===== src/rtl/mem_checker_csr.sv =====
// Memory checker control/status register file.
// Avalon-MM slave: test config, start pulse, status, error capture.
module mem_checker_csr #(
  parameter int ADDR_W = 4,
  parameter int DATA_W = 32
) (
  input  logic              clk_i,
  input  logic              rst_i,
  input  logic              amm_read_i,
  input  logic              amm_write_i,
  input  logic [ADDR_W-1:0] amm_address_i,
  input  logic [DATA_W-1:0] amm_writedata_i,
  output logic [DATA_W-1:0] amm_readdata_o,
  output logic              start_o,
  output logic [1:0]        test_mode_o,
  output logic [DATA_W-1:0] start_addr_o,
  output logic [DATA_W-1:0] length_o,
  input  logic              done_i,
  input  logic              err_i,
  input  logic [DATA_W-1:0] err_addr_i
);

  localparam logic [ADDR_W-1:0] A_CTRL  = ADDR_W'(0);
  localparam logic [ADDR_W-1:0] A_MODE  = ADDR_W'(1);
  localparam logic [ADDR_W-1:0] A_SADDR = ADDR_W'(2);
  localparam logic [ADDR_W-1:0] A_LEN   = ADDR_W'(3);
  localparam logic [ADDR_W-1:0] A_STAT  = ADDR_W'(4);
  localparam logic [ADDR_W-1:0] A_ECNT  = ADDR_W'(5);
  localparam logic [ADDR_W-1:0] A_EADDR = ADDR_W'(6);
  localparam logic [ADDR_W-1:0] A_TICKS = ADDR_W'(7);
  localparam logic [DATA_W-1:0] ONES    = '1;

  logic              busy;
  logic              done_f;
  logic              err_f;
  logic [DATA_W-1:0] err_cnt;
  logic [DATA_W-1:0] first_err;
  logic [DATA_W-1:0] ticks;

  logic              wr_ok;
  logic              start_req;
  logic              clr_req;
  logic              stray;
  logic              rd_status;
  logic              err_hit;
  logic [DATA_W-1:0] rd_mux;

  always_comb begin
    wr_ok     = amm_write_i && !busy;
    start_req = wr_ok && amm_address_i == A_CTRL
                && amm_writedata_i[0];
    clr_req   = wr_ok && amm_address_i == A_CTRL
                && amm_writedata_i[1];
    stray     = start_o && done_i;
    rd_status = amm_read_i && amm_address_i == A_STAT;
    err_hit   = busy && err_i;
  end

  always_comb begin
    rd_mux = '0;
    unique case (1'b1)
      amm_address_i == A_MODE:  rd_mux = DATA_W'(test_mode_o);
      amm_address_i == A_SADDR: rd_mux = start_addr_o;
      amm_address_i == A_LEN:   rd_mux = length_o;
      amm_address_i == A_STAT:
        rd_mux = DATA_W'({err_f, done_f, busy});
      amm_address_i == A_ECNT:  rd_mux = err_cnt;
      amm_address_i == A_EADDR: rd_mux = first_err;
      amm_address_i == A_TICKS: rd_mux = ticks;
      default:                  rd_mux = '0;
    endcase
  end

  always_ff @(posedge clk_i) begin
    if (rst_i) begin
      amm_readdata_o <= '0;
      start_o        <= 1'b0;
      test_mode_o    <= '0;
      start_addr_o   <= '0;
      length_o       <= '0;
      busy           <= 1'b0;
      done_f         <= 1'b0;
      err_f          <= 1'b0;
      err_cnt        <= '0;
      first_err      <= '0;
      ticks          <= '0;
    end else begin
      start_o <= start_req;
      if (amm_read_i)
        amm_readdata_o <= rd_mux;
      if (wr_ok && amm_address_i == A_MODE)
        test_mode_o <= amm_writedata_i[1:0];
      if (wr_ok && amm_address_i == A_SADDR)
        start_addr_o <= amm_writedata_i;
      if (wr_ok && amm_address_i == A_LEN)
        length_o <= amm_writedata_i;
      if (busy && ticks != ONES)
        ticks <= ticks + DATA_W'(1);
      if (clr_req) begin
        err_cnt   <= '0;
        first_err <= '0;
        ticks     <= '0;
      end
      if (err_hit) begin
        if (err_cnt != ONES)
          err_cnt <= err_cnt + DATA_W'(1);
        if (!err_f)
          first_err <= err_addr_i;
      end
      // flag clears come first so a coinciding set wins
      if (clr_req || rd_status) begin
        done_f <= 1'b0;
        err_f  <= 1'b0;
      end
      if (err_hit)
        err_f <= 1'b1;
      if (done_i && !stray) begin
        done_f <= 1'b1;
        busy   <= 1'b0;
      end
      if (start_req)
        busy <= 1'b1;
    end
  end

endmodule


===== config.mk =====
export PLATFORM = sky130hd
export DESIGN_NAME = mem_checker_csr
export DESIGN_NICKNAME = d
export VERILOG_FILES = /design/src/rtl/mem_checker_csr.sv
export SDC_FILE = /design/constraint.sdc
export NUM_CORES = 1
export LEC_CHECK = 0
export BUFFER_PORTS_ARGS = -buffer_cell sky130_fd_sc_hd__buf_2
export CORE_MARGIN = 4
export CORE_UTILIZATION = 45
export CTS_BUF_LIST = sky130_fd_sc_hd__clkbuf_8
export DETAILED_ROUTE_END_ITERATION = 8
export PLACE_DENSITY = 0.81
export SLEW_MARGIN = 20
export SYNTH_ARGS = -nofsm -noshare
export SYNTH_HDL_FRONTEND = slang
export SYNTH_SLANG_ARGS = --single-unit
export TNS_END_PERCENT = 50

===== constraint.sdc =====
create_clock -name clk_i -period 2.3 [get_ports clk_i]
set_clock_uncertainty 0.2 [all_clocks]
set_input_delay 0.115 -clock clk_i [delete_from_list [all_inputs] [get_ports clk_i]]
set_output_delay 0.115 -clock clk_i [all_outputs]
set_load 0.05 [all_outputs]

==> impl_metrics.json, run 1 <==
{
  "outcome": "completed",
  "final_cell_area_um2": 11600,
  "crit_type": "register to register",
  "cap_violations": 0,
  "synthCells": 1029,
  "final_hold_viol_count": 0,
  "setup_violations": 0,
  "setup_slack_ns": 0.0318,
  "drtAntennaViolNets": 0,
  "ys_ff_latch": 198,
  "placed_cell_area_um2": 10400,
  "via_per_inst": 6.20,
  "synth_edf_count": 0,
  "clkPwrFrac": 0.370,
  "intPower_w": 0.00473,
  "grt_usage": 0.286,
  "total_power_w": 0.00628,
  "grt_pass1_vias": 9082,
  "netlist_area_um2": 8810,
  "r2r_end": "err_cnt[23]",
  "drtIter0Drc": 1492,
  "grt_pass1_wl_um": 50000,
  "clock_latency_ns": 0.49,
  "reg2reg_from": "err_cnt[13]",
  "cp_slowest_cell": "dfxtp_1",
  "arrival_ns": 2.44,
  "synth-main-ff-cell": "dfxtp_1",
  "ios": 173,
  "htreeDepth": 4,
  "die_h_um": 148,
  "clock_sinks": 198,
  "critPathMaxStageDelay_ns": 0.49,
  "syn_nets": 1105,
  "post_synth.cell_area_avg_um2": 8.57,
  "max_clock_freq_mhz": 441,
  "clockBufferDepth": 2,
  "num_vias": 9751,
  "place.gp.congestion": 1.05,
  "fillers": 1548,
  "synthTopCellsByArea": "dfxtp_1 (45%), a21oi_1 (8.7%), nand2_1 (7.4%)",
  "max_slew.worst_pin.slew_ns": 0.841,
  "grt_max_degree": 112,
  "gr-total-overflow": 0,
  "seq_power_share": 0.551,
  "cp-start-kind": "register",
  "cts_root_buffer": "clkbuf_8",
  "relSlewSlack": 0.438,
  "n_antenna_cell": 0,
  "num_rows": 50,
  "start_util": 0.465,
  "die-area_um2": 21900,
  "async_flop_share": 0,
  "yosysTopAreaCell": "dfxtp_1",
  "synth_cell_types": 69,
  "hpwl_um": 22300,
  "core_um2": 19000,
  "p_per_area_nw_per_um2": 543,
  "wirelength_um": 32100,
  "fin_nets": 1379,
  "die_x_um": 148,
  "rsz0062_at_grt": "true",
  "cts_tree": "built",
  "p_sw_frac": 0.246,
  "cts.clk_slew.worst_paths_ns": 0.09,
  "ff2ff_setup_slack_ns": 0.03,
  "dr.pass1.iters": 8,
  "period_share": 0.986,
  "place_ws_ns": 0.0416,
  "fin_util": 0.610,
  "hold_start": "amm_address_i[1]",
  "setup.worst_path.end_class": "register",
  "ir_drop_mv": 0.411,
  "path_cells": "nand4_2 > nor4_2 > buf_4 > nand4_1 > and4_1 > a221o_1",
  "drive_gt1_frac": 0.253,
  "min_path_cells": 5,
  "cts_inserted_buffers": 17,
  "wire_per_inst_um": 20.4,
  "synth-warning-count": 0,
  "min_to": "test_mode_o[0]",
  "timing.setup.tns_ns": 0,
  "drc": 0,
  "antenna_found_initial": 0,
  "period_needed_ns": 2.27,
  "yosysSeqAreaShare": 0.450,
  "p_leak_nw": 4.42,
  "combPwrFrac": 0.078,
  "power_switching_w": 0.00155,
  "area_delta_synth_final_pct": 31.3,
  "cp_max_fo": 5,
  "synth_top_area_frac": 0.450,
  "reg2reg_depth": 6,
  "required_ns": 2.47,
  "port_buffers": 172,
  "final_max_slew_viol_count": 0,
  "hold_class": "primary input to register"
}
-- flip-flops by register name (all words and copies together), names as in the netlist --
signal,cells
start_addr_o,32
amm_readdata_o,32
err_cnt,32
err_f,1
start_o,1
length_o,32
busy,1
test_mode_o,2
done_f,1
ticks,32
first_err,32
-- routing by layer --
metal	up-vias	wire, µm	share of wire	GRT usage
li1	4376	-	-	-
met1	4605	12400	0.39	0.370
met2	661	14900	0.46	0.465
met3	109	3480	0.11	0.0705
met4	0	1280	0.040	0.109
met5	-	0	0	0
-- placed cells by master, fill, tap and decap left out, types with 7 or more instances in the layout --
| cell | synthesis | routed |
|---|---|---|
| dlygate4sd3_1 | 0 | 71 |
| o31ai_1 | 7 | 7 |
| a22oi_1 | 36 | 36 |
| or3_1 | 15 | 14 |
| nand3_1 | 30 | 28 |
| a21oi_1 | 153 | 153 |
| clkbuf_8 | 0 | 18 |
| dfxtp_1 | 198 | 194 |
| nor3_1 | 14 | 12 |
| nand4_1 | 19 | 19 |
| and2_1 | 6 | 7 |
| or4_1 | 17 | 17 |
| a222oi_1 | 31 | 31 |
| and4_1 | 13 | 13 |
| nor4_1 | 7 | 7 |
| a31oi_1 | 8 | 8 |
| buf_4 | 1 | 87 |
| inv_1 | 15 | 16 |
| xnor2_1 | 10 | 10 |
| nor2_1 | 59 | 57 |
| o21ai_1 | 11 | 11 |
| nand2_1 | 173 | 173 |
| o211ai_1 | 11 | 11 |
| a22o_1 | 34 | 34 |
| buf_2 | 12 | 171 |
-- worst max path at each step --
stage,from,to,slack (ns),depth (start not counted)
3_5_place_dp,busy,first_err[17],0.04,5
4_1_cts,ticks[1],ticks[27],0.02,6
3_3_place_gp,busy,first_err[15],0.11,5
2_1_floorplan,err_cnt[0],err_cnt[7],0.08,8
5_1_grt,err_cnt[5],err_cnt[13],-0.02,5
6_report,err_cnt[13],err_cnt[23],0.03,6
-- through the flow --
step	hold slack (ns)	cells
6_report	0.0405	1574
5_1_grt	0.0437	1574
4_1_cts	0.00956	1569
3_5_place_dp	0.136	1468
3_3_place_gp	0.131	1468
2_1_floorplan	0.0405	1029
-- worst max-delay path, delay by kind of cell, from the launching register on --
kind / cells / cell delay (ns)
flip-flops: 1 / 0.49
AND/OR/NAND/NOR: 4 / 1.04
AO/OA/AOI/OAI: 1 / 0.25
buffers and inverters: 1 / 0.19
-- layout make-up --
type	count	area, µm²	share of cell area
multi-input combinational	737	4500	0.389
sequential	198	3970	0.343
timing repair buffer	334	2320	0.200
tap	260	325	0.0281
clock buffer	18	248	0.0214
clock inverter	12	153	0.0132
inverter	15	56.3	0.00487
-- power by group through the flow --
stage | sequential, W | clock [W] | combinational, W
after global placement | 0.00354 | 0 | 0.000379
after global routing | 0.00346 | 0.00249 | 0.000520
final | 0.00346 | 0.00233 | 0.000493
after CTS | 0.00346 | 0.00234 | 0.000479
after detailed placement | 0.00354 | 0 | 0.000384
after floorplan | 0.00359 | 0 | 0.000155
-- repair_timing --
action,in CTS,in global routing
setup endpoints to repair,0,57
hold endpoints to repair,135,0
gates resized for setup,0,12
setup buffers,0,4
hold buffers,71,0
-- synth_stat cells, types with 3 or more instances --
library cell and instances:
a211oi_1 3, a21oi_1 153, a221o_1 3, a222oi_1 31
a22o_1 34, a22oi_1 36, a31oi_1 8, and2_1 6
and4_1 13, buf_2 12, buf_6 8, clkbuf_1 58
dfxtp_1 198, inv_1 15, mux2i_1 3, nand2_1 173
nand3_1 30, nand4_1 19, nor2_1 59, nor3_1 14
nor4_1 7, nor4_2 3, nor4b_1 4, o211ai_1 11
o21a_1 3, o21ai_0 5, o21ai_1 11, o221ai_1 3
o31a_1 4, o31ai_1 7, or3_1 15, or4_1 17
xnor2_1 10, xor2_1 5
-- cells by family after synthesis --
kind of cell    synth area share
fa+ha+maj                0.00284
mux                      0.00468
flops                      0.450
xor+xnor                  0.0149
compound gates             0.250
simple gates               0.228
buf+inv                   0.0494
No activity file was read; power rests on OpenSTA's default activity.
==> inputs of run 2 (changes only) <==
--- a/config.mk
+++ b/config.mk
@@ -10,7 +10,7 @@
 export CORE_UTILIZATION = 45
 export CTS_BUF_LIST = sky130_fd_sc_hd__clkbuf_8
 export DETAILED_ROUTE_END_ITERATION = 8
-export PLACE_DENSITY = 0.81
+export PLACE_DENSITY = 0.76
 export SLEW_MARGIN = 20
 export SYNTH_ARGS = -nofsm -noshare
 export SYNTH_HDL_FRONTEND = slang
==> run 2 against run 1 <==
  * First-iteration DRC count decreased by 26%
  * Clock-buffer cell count rose by 1
  * Die area stayed put
  * Clock power barely moved
  * Critical path depth grew 1
  * Critical endpoint is now err_cnt[22]
==> impl_metrics.json, run 2 (synthesis gave the netlist of run 1 again) <==
{
  "outcome": "completed",
  "hold_class": "primary input to register",
  "arrival_ns": 2.46,
  "drtAntennaViolNets": 0,
  "hpwl_um": 22000,
  "gr-total-overflow": 0,
  "cts_root_buffer": "clkbuf_8",
  "htreeDepth": 4,
  "area_delta_synth_final_pct": 31.6,
  "seq_power_share": 0.551,
  "whs_ns": 0.181,
  "period_needed_ns": 2.26,
  "grt_max_degree": 57,
  "cts.clk_slew.worst_paths_ns": 0.10,
  "grt_pass1_wl_um": 47700,
  "grt_pass1_vias": 8834,
  "final-seq-area_um2": 3970,
  "max_slew.worst_pin.slew_ns": 0.870,
  "p_per_area_nw_per_um2": 541,
  "num_vias": 9455,
  "via_per_inst": 6.00,
  "cp_max_fo": 4,
  "drtIter0Drc": 1109,
  "fin_nets": 1379,
  "max_clock_freq_mhz": 443,
  "port_buffers": 172,
  "drc": 0,
  "die_h_um": 148,
  "grt_usage": 0.272,
  "p_leak_nw": 4.44,
  "setup_slack_ns": 0.0411,
  "die_x_um": 148,
  "cts_inserted_buffers": 17,
  "power_switching_w": 0.00160,
  "cap_violations": 0,
  "final_cell_mix": "dfxtp_1 (193), nand2_1 (173), buf_2 (171)",
  "critPathMaxStageDelay_ns": 0.42,
  "path_cells": "ha_2 > nand3_2 > buf_4 > nor4_4 > nand3_1 > or4_1 > a21oi_1",
  "crit_type": "register to register",
  "required_ns": 2.50,
  "drive_gt1_frac": 0.253,
  "combPwrFrac": 0.078,
  "place_ws_ns": -0.0162,
  "core_um2": 19000,
  "period_share": 0.982,
  "final_common_cell": "dfxtp_1",
  "place.gp.congestion": 0.971,
  "multi_input_area_um2": 4490,
  "wire_per_inst_um": 19.4,
  "clock_latency_ns": 0.48,
  "start_util": 0.465,
  "cp-start-kind": "register",
  "num_rows": 50,
  "n_antenna_cell": 0,
  "clockBufferDepth": 2,
  "antenna_found_initial": 0,
  "ir_drop_mv": 0.327,
  "cp_slowest_cell": "or4_1",
  "p_sw_frac": 0.254,
  "rsz0062_at_grt": "true",
  "ios": 173,
  "final_hold_viol_count": 0,
  "setup_violations": 0,
  "ff2ff_setup_slack_ns": 0.04,
  "setup.worst_path.end_class": "register",
  "dr.pass1.iters": 8,
  "clkPwrFrac": 0.371,
  "wirelength_um": 30700,
  "fillers": 1616,
  "die-area_um2": 21900,
  "cts_tree": "built",
  "final_max_slew_viol_count": 0,
  "intPower_w": 0.00469,
  "relSlewSlack": 0.419,
  "total_power_w": 0.00628,
  "clock_sinks": 198
}
run 2: layer usage:
layer  part of all wire  global-route usage  vias to the layer above  wire length, µm
met5                  0                   0                        -                0
met4              0.030              0.0956                        0              919
met3              0.092              0.0457                       69             2810
met2               0.46               0.444                      532            14200
met1               0.42               0.365                     4481            12800
li1                   -                   -                     4373                -
run 2: path summary, 6_finish.rpt:
check | to | cells after the start | from
setup / recovery | err_cnt[22] | 7 | err_cnt[0]
hold / removal | first_err[8] | 3 | err_addr_i[8]
setup reg to reg | err_cnt[22] | 7 | err_cnt[0]
hold reg to reg | length_o[31] | 2 | length_o[31]
run 2: power groups by stage:
stage	clock network [W]	registers (W)	logic [W]
2_1_floorplan	0	0.00359	0.000155
3_3_place_gp	0	0.00354	0.000380
3_5_place_dp	0	0.00354	0.000380
4_1_cts	0.00234	0.00346	0.000478
5_1_grt	0.00247	0.00346	0.000516
6_report	0.00233	0.00346	0.000489
run 2: metrics by stage:
step	cell area, µm²	std cells	utilization	TNS, ns
finish	11600	1576	0.612	0
global placement	10400	1470	0.549	0
detailed placement	10400	1470	0.549	-0.0162
global route	11600	1576	0.612	-0.0623
CTS	11500	1575	0.609	0
floorplan	8810	1029	-	0
run 2: final cells by class:
class | count | share of cell area
inverters | 15 | 0.00485
repair buffers | 335 | 0.202
flip-flops and latches | 198 | 0.342
clock buffers | 19 | 0.0225
multi-input cells | 736 | 0.387
well taps | 260 | 0.0280
clock inverters | 13 | 0.0127
run 2: worst max-delay path: cells and delay by family (launching register included):
kind | cells | cell delay, ns
compound gates | 1 | 0.17
fa+ha+maj | 1 | 0.22
buf+inv | 1 | 0.17
flops | 1 | 0.39
simple gates | 4 | 1.03
run 2: repair_timing:
action                                  CTS  global route
hold buffers                             73             0
endpoints found under the hold margin   108             0
buffers inserted                          0             1
resized for setup                         2            13
pin swaps                                 0             3
endpoints found under the setup margin    1            57
